## config.mk

```make
export PLATFORM = sky130hd
export DESIGN_NAME = bk_adder_arbiter
export DESIGN_NICKNAME = d
export VERILOG_FILES = /design/src/rtl/bk_adder_arbiter.sv
export SDC_FILE = /design/constraint.sdc
export NUM_CORES = 1
export LEC_CHECK = 0
export BUFFER_PORTS_ARGS = -buffer_cell sky130_fd_sc_hd__clkbuf_2
export CAP_MARGIN = 0
export CORE_ASPECT_RATIO = 0.6
export CORE_MARGIN = 2
export CORE_UTILIZATION = 50
export CTS_CLUSTER_SIZE = 20
export DETAILED_ROUTE_END_ITERATION = 10
export HOLD_SLACK_MARGIN = 0.08
export MAX_ROUTING_LAYER = met4
export PLACE_DENSITY = 0.77
export SYNTH_ARGS = -nofsm -noshare
export SYNTH_HDL_FRONTEND = slang
export SYNTH_SLANG_ARGS = --single-unit
export TNS_END_PERCENT = 50
```

## constraint.sdc

```tcl
create_clock -name clk -period 5.99 [get_ports clk]
set_input_delay 1.198 -clock clk [delete_from_list [all_inputs] [get_ports clk]]
set_output_delay 1.198 -clock clk [all_outputs]
set_load 0.01 [all_outputs]
```

## src/rtl/bk_adder_arbiter.sv

```systemverilog
// bk_adder_arbiter - round-robin arbiter sharing one pipelined 5-bit adder
//
// Purpose: grants at most one of N requesters per cycle, forwards its operands
// to a single LAT-cycle adder and tags the in-flight operation so the result
// returns with the originating requester id.
//
// Ports:
//   clk, rst                 clock (rising edge), synchronous active-high reset
//   req_valid[N]             per-requester request
//   req_a/req_b[5*N]         operands, requester i at bits [5i+4:5i]
//   req_ready[N]             one-hot grant (RUN state only)
//   adder_a/adder_b[5]       operands to the adder, 0 when nothing issued
//   adder_sum[5]/adder_cout  adder result, valid LAT cycles after issue
//   rsp_valid/rsp_id         result valid and requester id
//   rsp_sum/rsp_cout         result, forced to 0 when rsp_valid=0
//   drain_req                stop issuing and empty the pipe
//   drained                  pipe empty while not running
//   busy                     any operation in flight
module bk_adder_arbiter #(
  parameter int N   = 4,
  parameter int LAT = 2,
  parameter int IDW = 2
) (
  input  logic           clk,
  input  logic           rst,
  input  logic [N-1:0]   req_valid,
  input  logic [5*N-1:0] req_a,
  input  logic [5*N-1:0] req_b,
  output logic [N-1:0]   req_ready,
  output logic [4:0]     adder_a,
  output logic [4:0]     adder_b,
  input  logic [4:0]     adder_sum,
  input  logic           adder_cout,
  output logic           rsp_valid,
  output logic [IDW-1:0] rsp_id,
  output logic [4:0]     rsp_sum,
  output logic           rsp_cout,
  input  logic           drain_req,
  output logic           drained,
  output logic           busy
);

  typedef enum logic [1:0] {RUN, DRAIN, IDLE} state_t;

  state_t         state, state_nxt;
  logic [IDW-1:0] ptr;
  logic [IDW-1:0] grant;
  logic [IDW-1:0] ptr_nxt;
  logic           found;
  logic           issue;
  logic [4:0]     sel_a, sel_b;

  logic           tag_vld [LAT];
  logic [IDW-1:0] tag_id  [LAT];

  // Rotating priority scan starting at ptr; the first valid requester wins.
  always_comb begin
    int idx;
    found = 1'b0;
    grant = '0;
    sel_a = '0;
    sel_b = '0;
    idx   = 0;
    for (int k = 0; k < N; k++) begin
      idx = int'(ptr) + k;
      if (idx >= N) idx = idx - N;
      if (!found && req_valid[idx]) begin
        found = 1'b1;
        grant = IDW'(idx);
        sel_a = req_a[5*idx +: 5];
        sel_b = req_b[5*idx +: 5];
      end
    end
  end

  assign issue     = found && (state == RUN);
  assign req_ready = issue ? (N'(1) << grant) : '0;
  assign adder_a   = issue ? sel_a : 5'd0;
  assign adder_b   = issue ? sel_b : 5'd0;
  assign ptr_nxt   = (grant == IDW'(N - 1)) ? '0 : grant + 1'b1;

  always_comb begin
    busy = 1'b0;
    for (int k = 0; k < LAT; k++) busy = busy | tag_vld[k];
  end

  always_comb begin
    state_nxt = state;
    case (state)
      RUN:     if (drain_req) state_nxt = DRAIN;
      // Leaves DRAIN only once the pipe is empty, regardless of drain_req.
      DRAIN:   if (!busy) state_nxt = IDLE;
      IDLE:    if (!drain_req) state_nxt = RUN;
      default: state_nxt = RUN;
    endcase
  end

  always_ff @(posedge clk) begin
    if (rst) begin
      state <= RUN;
      ptr   <= '0;
      for (int k = 0; k < LAT; k++) begin
        tag_vld[k] <= 1'b0;
        tag_id[k]  <= '0;
      end
    end else begin
      state <= state_nxt;
      if (issue) ptr <= ptr_nxt;
      // Stage 0 loads every cycle so idle cycles become bubbles.
      tag_vld[0] <= issue;
      tag_id[0]  <= grant;
      for (int k = 1; k < LAT; k++) begin
        tag_vld[k] <= tag_vld[k-1];
        tag_id[k]  <= tag_id[k-1];
      end
    end
  end

  assign rsp_valid = tag_vld[LAT-1];
  assign rsp_id    = tag_id[LAT-1];
  assign rsp_sum   = rsp_valid ? adder_sum : 5'd0;
  assign rsp_cout  = rsp_valid ? adder_cout : 1'b0;
  assign drained   = (state != RUN) && !busy;

endmodule

```

==> flow_summary.toml, run 1 <==
[status]
outcome = "completed"

[global_routing]
grt_pass1_vias = 4597
grt_max_degree = 73
track_usage_pct = 34.0
grt_pass1_wl_microns = 26700
overflow = 0
antenna_found_initial = 0

[logic_synthesis]
seq_area_frac_synth_pct = 4.22
synth_edf_count = 0
synthTopCellsByArea = "mux4_2 23%, mux2_2 6.7%, mux2i_1 6.5%"
synth_warnings = 0
synth_top_cell_area_share_pct = 22.8
synth-main-ff-cell = "dfxtp_1"
synthCells = 571
synth.avg_cell_area_sq_um = 8.30
syn-num-nets = 641
synth_top_area_cell = "mux4_2"
synth_cell_types = 70
ys_seq_elements = 10
ys_async_sr_fraction_pct = 0
syn_area_sq_um = 4740

[setup_path]
path_class = "flip-flop to output port"
worstSetupStartpointType = "flip-flop"
cp.required_ns = 4.79
cp-end-kind = "output port"
cp_max_fo = 28
worstPathArrival_ns = 4.26

[power]
cellPowerDensity_nw_per_um2 = 510
leakagePower_nw = 1.95
ir_drop_mv = 0.286

[drt]
initialDrtViolationCount = 881
first_pass_iters = 6
avgViaCountPerCell = 7.30
vias = 5394
drc = 0
antenna_left = 0
drt-total-wl_microns = 17600
wl_per_cell_microns = 23.8

[finish]
final_util_pct = 55.5
fin_nets = 680
diodes = 0
drive_above_1_share_pct = 29.9
final_cell_mix = "77 x clkbuf_2, 54 x nand2_1, 48 x mux4_2"
fin_cells = 739
fillers = 873
area_growth_pct = 7.68
layout_commonest_cell = "clkbuf_2"

[clocking]
cts_tree = "built"
ctsResizeCount = 0
insertion_delay_ns = 0.24
ctsLongestPathBuffers = 2
cts_setup_buffers = 0
path_clk_slew_ns = 0.04
cts.sinks = 10
htree_levels = 1
cts_hold_buf = 0
root_buffer = "clkbuf_16"
numCtsBuffers = 3

[timing]
setup_slack_ns = 0.533
fmax_mhz = 183
final.min_clock_period_ns = 5.46
final_max_slew_viol_count = 0
tightest_slew_ns = 0.844
fin_hold_ws_ns = 0.439
setup_viol_count_final = 0
relSlewSlack_pct = 43.7
fin_crit_sh_pct = 91.1
finalHoldViolations = 0
rsz0062_at_grt = "false"
fin_tns_setup_ns = 0
finalClockSkew_ns = 0.00174

[die]
dieArea_sq_um = 10300
core-area_sq_um = 9190
io_pins = 78
core.rowCount = 27
die_w_microns = 130
chipHeight_microns = 79.4
initial_core_util_pct = 51.6

[place]
place_congestion = 1.05
placed_cells = 735
dp_slack_ns = 0.941
port-buffer-count = 77
dp_hpwl_microns = 13100

[worst_hold_path]
hp-class = "flip-flop to flip-flop"

[job]
drv_cap = 0
[per-stage QoR]
step                total power [W]  instance area, sq um
floorplan                   0.00190                  4740
global route                0.00276                  5100
global placement            0.00236                  5010
finish                      0.00260                  5100
CTS                         0.00253                  5100
detailed placement          0.00238                  5010
[flip-flops by register name, indices dropped and copies added, names as in the netlist]
register and flops:
state 2, ptr 2, tag_vld 2, tag_id 4
[critical path: stages (launching register included)]
cell and delay [ns]:
dfxtp_2 0.46, buf_4 0.35, nand2b_1 0.21, inv_1 0.19
ha_1 0.26, ha_1 0.82, nand3b_1 0.40, o21ai_0 0.30
nand3_1 0.16, a2111o_1 0.38, a211oi_1 0.29, clkbuf_2 0.19
[layout make-up]
type / instances / area, sq um / share of cell area, %
multi-input combinational: 487 / 4100 / 80.4
inverter: 20 / 75.1 / 1.47
timing repair buffer: 88 / 468 / 9.17
tap: 130 / 163 / 3.19
sequential: 10 / 205 / 4.02
clock buffer: 4 / 88.8 / 1.74
[cell families after synthesis]
logic type,Yosys count,synth area share [%]
AO/OA/AOI/OAI,172,25.2
adder cells (fa/ha/maj),17,4.65
AND/OR/NAND/NOR,188,20.1
flip-flops,10,4.22
buffers and inverters,74,9.24
multiplexers,107,36.0
XOR/XNOR,3,0.554
[where the power goes]
| part | total [W] | switching (W) | leakage [nW] | internal (W) |
|---|---|---|---|---|
| Sequential | 0.000102 | 0.0000162 | 0.0835 | 0.0000861 |
| Combinational | 0.00237 | 0.00139 | 1.82 | 0.000977 |
| Clock | 0.000132 | 0.0000317 | 0.0442 | 0.000100 |
[synth_stat cells, types with 4 or more instances]
| cell type | n |
|---|---|
| o21ai_0 | 28 |
| nor2b_1 | 17 |
| a22oi_1 | 12 |
| nand3_1 | 15 |
| o211ai_1 | 5 |
| o31ai_1 | 7 |
| nand2_1 | 54 |
| buf_4 | 10 |
| a22o_1 | 5 |
| a32oi_1 | 8 |
| mux4_2 | 48 |
| inv_1 | 19 |
| buf_2 | 15 |
| a21o_1 | 6 |
| ha_1 | 16 |
| and3_1 | 4 |
| nor2_1 | 33 |
| dfxtp_1 | 10 |
| o22ai_1 | 4 |
| nand4_1 | 4 |
| a311oi_1 | 10 |
| and2_1 | 15 |
| clkbuf_1 | 18 |
| a211o_1 | 4 |
| nor3_1 | 12 |
| mux2i_1 | 31 |
| buf_6 | 5 |
| nand2b_1 | 13 |
| a31oi_1 | 15 |
| mux2_2 | 28 |
| a21oi_1 | 36 |
[worst paths after layout]
path                            slack (ns)               startpoint                 endpoint  depth (start not counted)
worst min-delay path                  0.44  tag_id[0][1]$_SDFF_PP0_  tag_id[0][3]$_SDFF_PP0_                          1
worst min register to register        0.44  tag_id[0][1]$_SDFF_PP0_  tag_id[0][3]$_SDFF_PP0_                          1
worst max-delay path                  0.53      ptr[1]$_SDFFE_PP0P_               adder_a[1]                         11
worst max register to register        2.29      ptr[0]$_SDFFE_PP0P_      ptr[0]$_SDFFE_PP0P_                         12
[layer usage]
metal,vias up,track usage [%],share of wire [%]
met1,2550,53.5,43
met3,38,6.43,14
met5,-,-,0
met4,0,4.84,1.6
met2,491,45.4,41
li1,2315,-,-
No activity file was read; power rests on OpenSTA's default activity.
==> inputs of run 2 (changes only) <==
--- a/config.mk
+++ b/config.mk
@@ -5,6 +5,7 @@
 export SDC_FILE = /design/constraint.sdc
 export NUM_CORES = 1
 export LEC_CHECK = 0
+export ABC_AREA = 1
 export BUFFER_PORTS_ARGS = -buffer_cell sky130_fd_sc_hd__clkbuf_2
 export CAP_MARGIN = 0
 export CORE_ASPECT_RATIO = 0.6
==> run 2 against run 1 <==
Net effect:
- first-iteration DRC count up 35%
- die area down 1.7%
- register-to-register slack better by 0.23 ns
- area after synthesis down 1.8%
- flip-flop and latch count unchanged
- clock power up 6%
==> flow_summary.toml, run 2 <==
[status]
outcome = "completed"

[setup_path]
cp-end-kind = "output port"
path_class = "flip-flop to output port"
r2r_cells = 13
worstPathArrival_ns = 3.72
cp.required_ns = 4.79
rrSetupSlack_ns = 2.52
cp_max_fo = 24
worstSetupStartpointType = "flip-flop"

[power]
p_sw_w = 0.00245
p_clk_share_pct = 4.0
leakagePower_nw = 3.02
internal_power_w = 0.00110
seq_power_share_pct = 2.9
p_comb_share_pct = 93.1
ir_drop_mv = 0.480
swShare_pct = 69.1
cellPowerDensity_nw_per_um2 = 707

[drt]
drt-total-wl_microns = 21800
drc = 0
wl_per_cell_microns = 19.4
avgViaCountPerCell = 6.00
vias = 6746
initialDrtViolationCount = 1187
antenna_left = 0
first_pass_iters = 7

[logic_synthesis]
ys_seq_elements = 10
seq_area_frac_synth_pct = 4.30
synth_common_cells = "416 x nand2_1, 119 x nand3_1, 100 x inv_1"
synth_top_cell_area_share_pct = 33.6
synth_xor_area_share_pct = 0.188
synth_warnings = 0
syn_area_sq_um = 4650
synth_mux_area_share_pct = 0
synth.avg_cell_area_sq_um = 4.84
synth.most_common_cell = "nand2_1"
synthTopCellsByArea = "nand2_1 34%, nand3_1 13%, inv_1 8.1%"
ys_async_sr_fraction_pct = 0
synthAdderAreaFrac_pct = 4.73
synthCells = 961
synth-main-ff-cell = "dfxtp_1"
synth_edf_count = 0
yosys.area_share.simple_pct = 61.5
syn-num-nets = 1031
synth_cell_types = 42
synth_compound_gate_area_share_pct = 13.2
synth_top_family_by_area = "simple AND/OR/NAND/NOR gates"
synth_top_area_cell = "nand2_1"

[clocking]
numCtsBuffers = 3
insertion_delay_ns = 0.24
cts_tree = "built"
cts.sinks = 10
path_clk_slew_ns = 0.05
cts_setup_buffers = 0
htree_levels = 1
ctsLongestPathBuffers = 2
root_buffer = "clkbuf_16"
cts_hold_buf = 0
ctsResizeCount = 0

[timing]
final_max_slew_viol_count = 0
fin_hold_ws_ns = 0.405
tightest_slew_ns = 0.771
finalHoldViolations = 0
finalClockSkew_ns = 0.00387
final.min_clock_period_ns = 4.92
fin_tns_setup_ns = 0
fin_crit_sh_pct = 82.2
fmax_mhz = 203
rsz0062_at_grt = "false"
relSlewSlack_pct = 48.6
setup_viol_count_final = 0
setup_slack_ns = 1.07

[die]
die_w_microns = 129
core.rowCount = 27
dieArea_sq_um = 10100
initial_core_util_pct = 51.0
core-area_sq_um = 9120
io_pins = 78
chipHeight_microns = 78.7

[worst_hold_path]
hp-class = "flip-flop to flip-flop"
hold_depth = 2

[finish]
fillers = 1051
largest_reg_flops = 4
largest-register = "tag_id"
fin_nets = 1079
final_cell_mix = "416 x nand2_1, 119 x nand3_1, 100 x inv_1"
fin_area_sq_um = 5020
drive_above_1_share_pct = 13.3
area_growth_pct = 7.80
layout_commonest_cell = "nand2_1"

[global_routing]
grt_pass1_wl_microns = 32700
antenna_found_initial = 1
track_usage_pct = 43.4
grt_pass1_vias = 5740
grt_max_degree = 80
overflow = 0

[place]
port-buffer-count = 77
dp_slack_ns = 1.50
place_area_sq_um = 4920
place_congestion = 1.16
dp_hpwl_microns = 17500

[job]
drv_cap = 0
-- run 2: cell count changes after synthesis, sizes merged, moves of 12 or more --
cell and delta:
nor2 +53, mux4 -48, clkbuf -12, nand2b -13, mux2 -28, nor2b -18, o21ai +23, nand2 +373
mux2i -31, inv +90, nand3 +108
-- run 2: worst max-delay path: stages, from the launching register on --
cell and delay (ns):
dfxtp_1 0.44, buf_4 0.32, ha_1 0.19, inv_1 0.04, nor2_1 0.21, ha_1 0.44
nand2_1 0.22, clkinv_1 0.31, nand3_1 0.15, nand3_1 0.15, o21ai_0 0.38, nand2_1 0.09
nand2_1 0.07, nand2_1 0.04, nand3_1 0.11, nand2_1 0.10, inv_1 0.08, clkbuf_2 0.13
-- run 2: power groups by stage --
stage	Clock [W]	Sequential, W	Combinational [W]
global placement	0	0.000102	0.00312
detailed placement	0	0.000104	0.00307
finish	0.000140	0.000103	0.00330
floorplan	0	0.0000954	0.00222
global route	0.000144	0.000104	0.00352
CTS	0.000139	0.000102	0.00309
-- run 2: per-stage QoR --
stage	total power [W]	std cells	util [%]
2_1_floorplan	0.00231	961	-
3_3_place_gp	0.00322	1120	54.0
3_5_place_dp	0.00317	1120	54.0
4_1_cts	0.00333	1124	55.0
5_1_grt	0.00377	1125	55.0
6_report	0.00355	1125	55.0
-- run 2: routing by layer --
metal  share of wire [%]  global-route usage, %  up-vias
li1                    -                      -     3138
met3                  20                   20.4       78
met5                   0                      -        -
met4                 2.9                   9.24        0
met2                  36                   55.9      610
met1                  42                   60.6     2920
-- run 2: cells by family after synthesis --
| family | Yosys count |
|---|---|
| flops | 10 |
| compound gates | 112 |
| fa+ha+maj | 17 |
| buf+inv | 154 |
| simple gates | 667 |
| xor+xnor | 1 |
-- run 2: final timing paths --
kind / endpoint / startpoint
max: adder_b[1] / ptr[1]$_SDFFE_PP0P_
min reg2reg: tag_id[0][3]$_SDFF_PP0_ / tag_id[0][1]$_SDFF_PP0_
min: tag_id[0][3]$_SDFF_PP0_ / tag_id[0][1]$_SDFF_PP0_
max reg2reg: ptr[1]$_SDFFE_PP0P_ / ptr[1]$_SDFFE_PP0P_
-- run 2: area by class of cell --
cell class	instances	area, sq um	area share, %
antenna	1	2.50	0.0499
clock buffer	4	88.8	1.77
inverter	111	422	8.41
multi-input combinational	797	3700	73.8
sequential	10	201	4.02
tap	116	145	2.89
timing repair buffer	86	453	9.03
==> inputs of run 3 (changes only) <==
--- a/config.mk
+++ b/config.mk
@@ -5,7 +5,7 @@
 export SDC_FILE = /design/constraint.sdc
 export NUM_CORES = 1
 export LEC_CHECK = 0
-export ABC_AREA = 1
+export ABC_AREA = 0
 export BUFFER_PORTS_ARGS = -buffer_cell sky130_fd_sc_hd__clkbuf_2
 export CAP_MARGIN = 0
 export CORE_ASPECT_RATIO = 0.6
==> constraint.sdc (replaced) <==
create_clock -name clk -period 4.8 [get_ports clk]
set_input_delay 0.96 -clock clk [delete_from_list [all_inputs] [get_ports clk]]
set_output_delay 0.96 -clock clk [all_outputs]
set_load 0.01 [all_outputs]
==> run 3 against run 2 <==
Net effect:
- final area is 4.6% higher
- combinational power down 7.0%
- highest routed layer unchanged
- clock power is 20% higher
- global-route usage fell by 8.1 points
- non-clock buffer count increased by 13
- critical path type unchanged
- sequential share of layout area is 0.11 points lower
- first-iteration DRC count down 42%
- routed wire length fell by 18%
- hold slack gained 0.025 ns
- power is 5.2% lower
==> flow_summary.toml, run 3 (synthesis results as in run 1) <==
[status]
outcome = "completed"

[global_routing]
antenna_found_initial = 0
overflow = 0
grt_max_degree = 73
grt_pass1_wl_microns = 27300
track_usage_pct = 35.3
grt_pass1_vias = 4789

[timing]
rsz0062_at_grt = "false"
final_max_slew_viol_count = 0
tightest_slew_ns = 0.851
fin_crit_sh_pct = 94.3
final.min_clock_period_ns = 4.53
fmax_mhz = 221
setup_viol_count_final = 0
finalClockSkew_ns = 0.00519
relSlewSlack_pct = 43.2
fin_hold_ws_ns = 0.430
fin_tns_setup_ns = 0
finalHoldViolations = 0

[finish]
area_growth_pct = 10.7
fin_nets = 691
drive_above_1_share_pct = 32.9
largest-register = "tag_id"
layout_commonest_cell = "clkbuf_2"
final_cell_mix = "77 x clkbuf_2, 54 x nand2_1, 48 x mux4_2"
fin_area_sq_um = 5250
fillers = 812
diodes = 0
fin_cells = 750
largest_reg_flops = 4

[power]
seq_power_share_pct = 3.8
swShare_pct = 54.8
p_clk_share_pct = 5.0
cellPowerDensity_nw_per_um2 = 640
p_comb_share_pct = 91.3
internal_power_w = 0.00152
leakagePower_nw = 2.01
ir_drop_mv = 0.334
p_sw_w = 0.00184

[die]
core.rowCount = 27
dieArea_sq_um = 10300
initial_core_util_pct = 51.6
die_w_microns = 130
core-area_sq_um = 9190
io_pins = 78
chipHeight_microns = 79.4

[drt]
wl_per_cell_microns = 23.8
initialDrtViolationCount = 689
drc = 0
first_pass_iters = 6
avgViaCountPerCell = 7.24
antenna_left = 0
drt-total-wl_microns = 17900
vias = 5428

[setup_path]
worstPathArrival_ns = 3.57
cp.required_ns = 3.84
path_class = "flip-flop to output port"
cp_max_fo = 10
cp-end-kind = "output port"
worstSetupStartpointType = "flip-flop"

[clocking]
path_clk_slew_ns = 0.04
root_buffer = "clkbuf_16"
htree_levels = 1
cts_tree = "built"
cts.sinks = 10
insertion_delay_ns = 0.24
numCtsBuffers = 3
ctsLongestPathBuffers = 2
cts_hold_buf = 0

[place]
port-buffer-count = 77
placed_cells = 746
dp_hpwl_microns = 13600
place_congestion = 1.01
place_area_sq_um = 5150

[job]
drv_cap = 0

[worst_hold_path]
hp-class = "flip-flop to flip-flop"
-- run 3: changes by cell type in the layout (fill, tap and decap cells not counted), moves of 31 or more --
cell / before / now
nor2_1: 77 / 32
inv_1: 100 / 18
mux2i_1: 0 / 31
nand3_1: 119 / 15
mux4_2: 0 / 48
nand2_1: 416 / 54
-- run 3: power groups by stage --
| stage | clock network (W) | logic, W | registers (W) |
|---|---|---|---|
| final | 0.000168 | 0.00307 | 0.000126 |
| after global routing | 0.000174 | 0.00328 | 0.000130 |
| after detailed placement | 0 | 0.00295 | 0.000127 |
| after global placement | 0 | 0.00295 | 0.000125 |
| after floorplan | 0 | 0.00232 | 0.000123 |
| after CTS | 0.000169 | 0.00297 | 0.000126 |
-- run 3: area by class of cell --
| class | count | area (sq um) | area share, % |
|---|---|---|---|
| tap | 130 | 163 | 3.10 |
| clock buffer | 4 | 88.8 | 1.69 |
| sequential | 10 | 205 | 3.91 |
| multi-input combinational | 487 | 4160 | 79.3 |
| timing repair buffer | 99 | 551 | 10.5 |
| inverter | 20 | 78.8 | 1.50 |
-- run 3: critical path: stages (launching register included) --
cell and delay, ns:
dfxtp_4 0.40, clkinvlp_4 0.10, buf_4 0.20, ha_1 0.25
and2_1 0.16, ha_1 0.19, nand2b_1 0.09, fa_1 0.45
nor4bb_1 0.29, nand2b_1 0.18, nor2_2 0.40, a21oi_1 0.15
a311oi_2 0.27, clkbuf_2 0.19
-- run 3: what timing repair did --
action,4_1_cts,5_1_grt
endpoints found under the setup margin,0,5
hold endpoints to repair,0,0
gates resized for setup,0,3
setup buffers,0,0
-- run 3: through the flow --
step | power (W) | util, % | setup WS, ns
6_report | 0.00336 | 57.1 | 0.272
4_1_cts | 0.00326 | 57.0 | 0.227
2_1_floorplan | 0.00244 | - | 0.00713
3_3_place_gp | 0.00307 | 56.0 | 0.550
5_1_grt | 0.00358 | 57.1 | 0.0746
3_5_place_dp | 0.00308 | 56.0 | 0.496
-- run 3: layer usage --
metal | share of wire (%) | GRT usage [%]
met1 | 42 | 52.7
met2 | 41 | 48.0
met3 | 15 | 7.44
met4 | 2.5 | 8.92
met5 | 0 | -
-- run 3: path summary, 6_finish.rpt --
path         slack [ns]  cells past startpoint               startpoint                      end
max                0.27                     13      ptr[0]$_SDFFE_PP0P_               adder_a[4]
min                0.43                      1  tag_id[0][0]$_SDFF_PP0_  tag_id[0][2]$_SDFF_PP0_
max reg2reg        1.20                     12      ptr[0]$_SDFFE_PP0P_      ptr[0]$_SDFFE_PP0P_
min reg2reg        0.43                      1  tag_id[0][0]$_SDFF_PP0_  tag_id[0][2]$_SDFF_PP0_
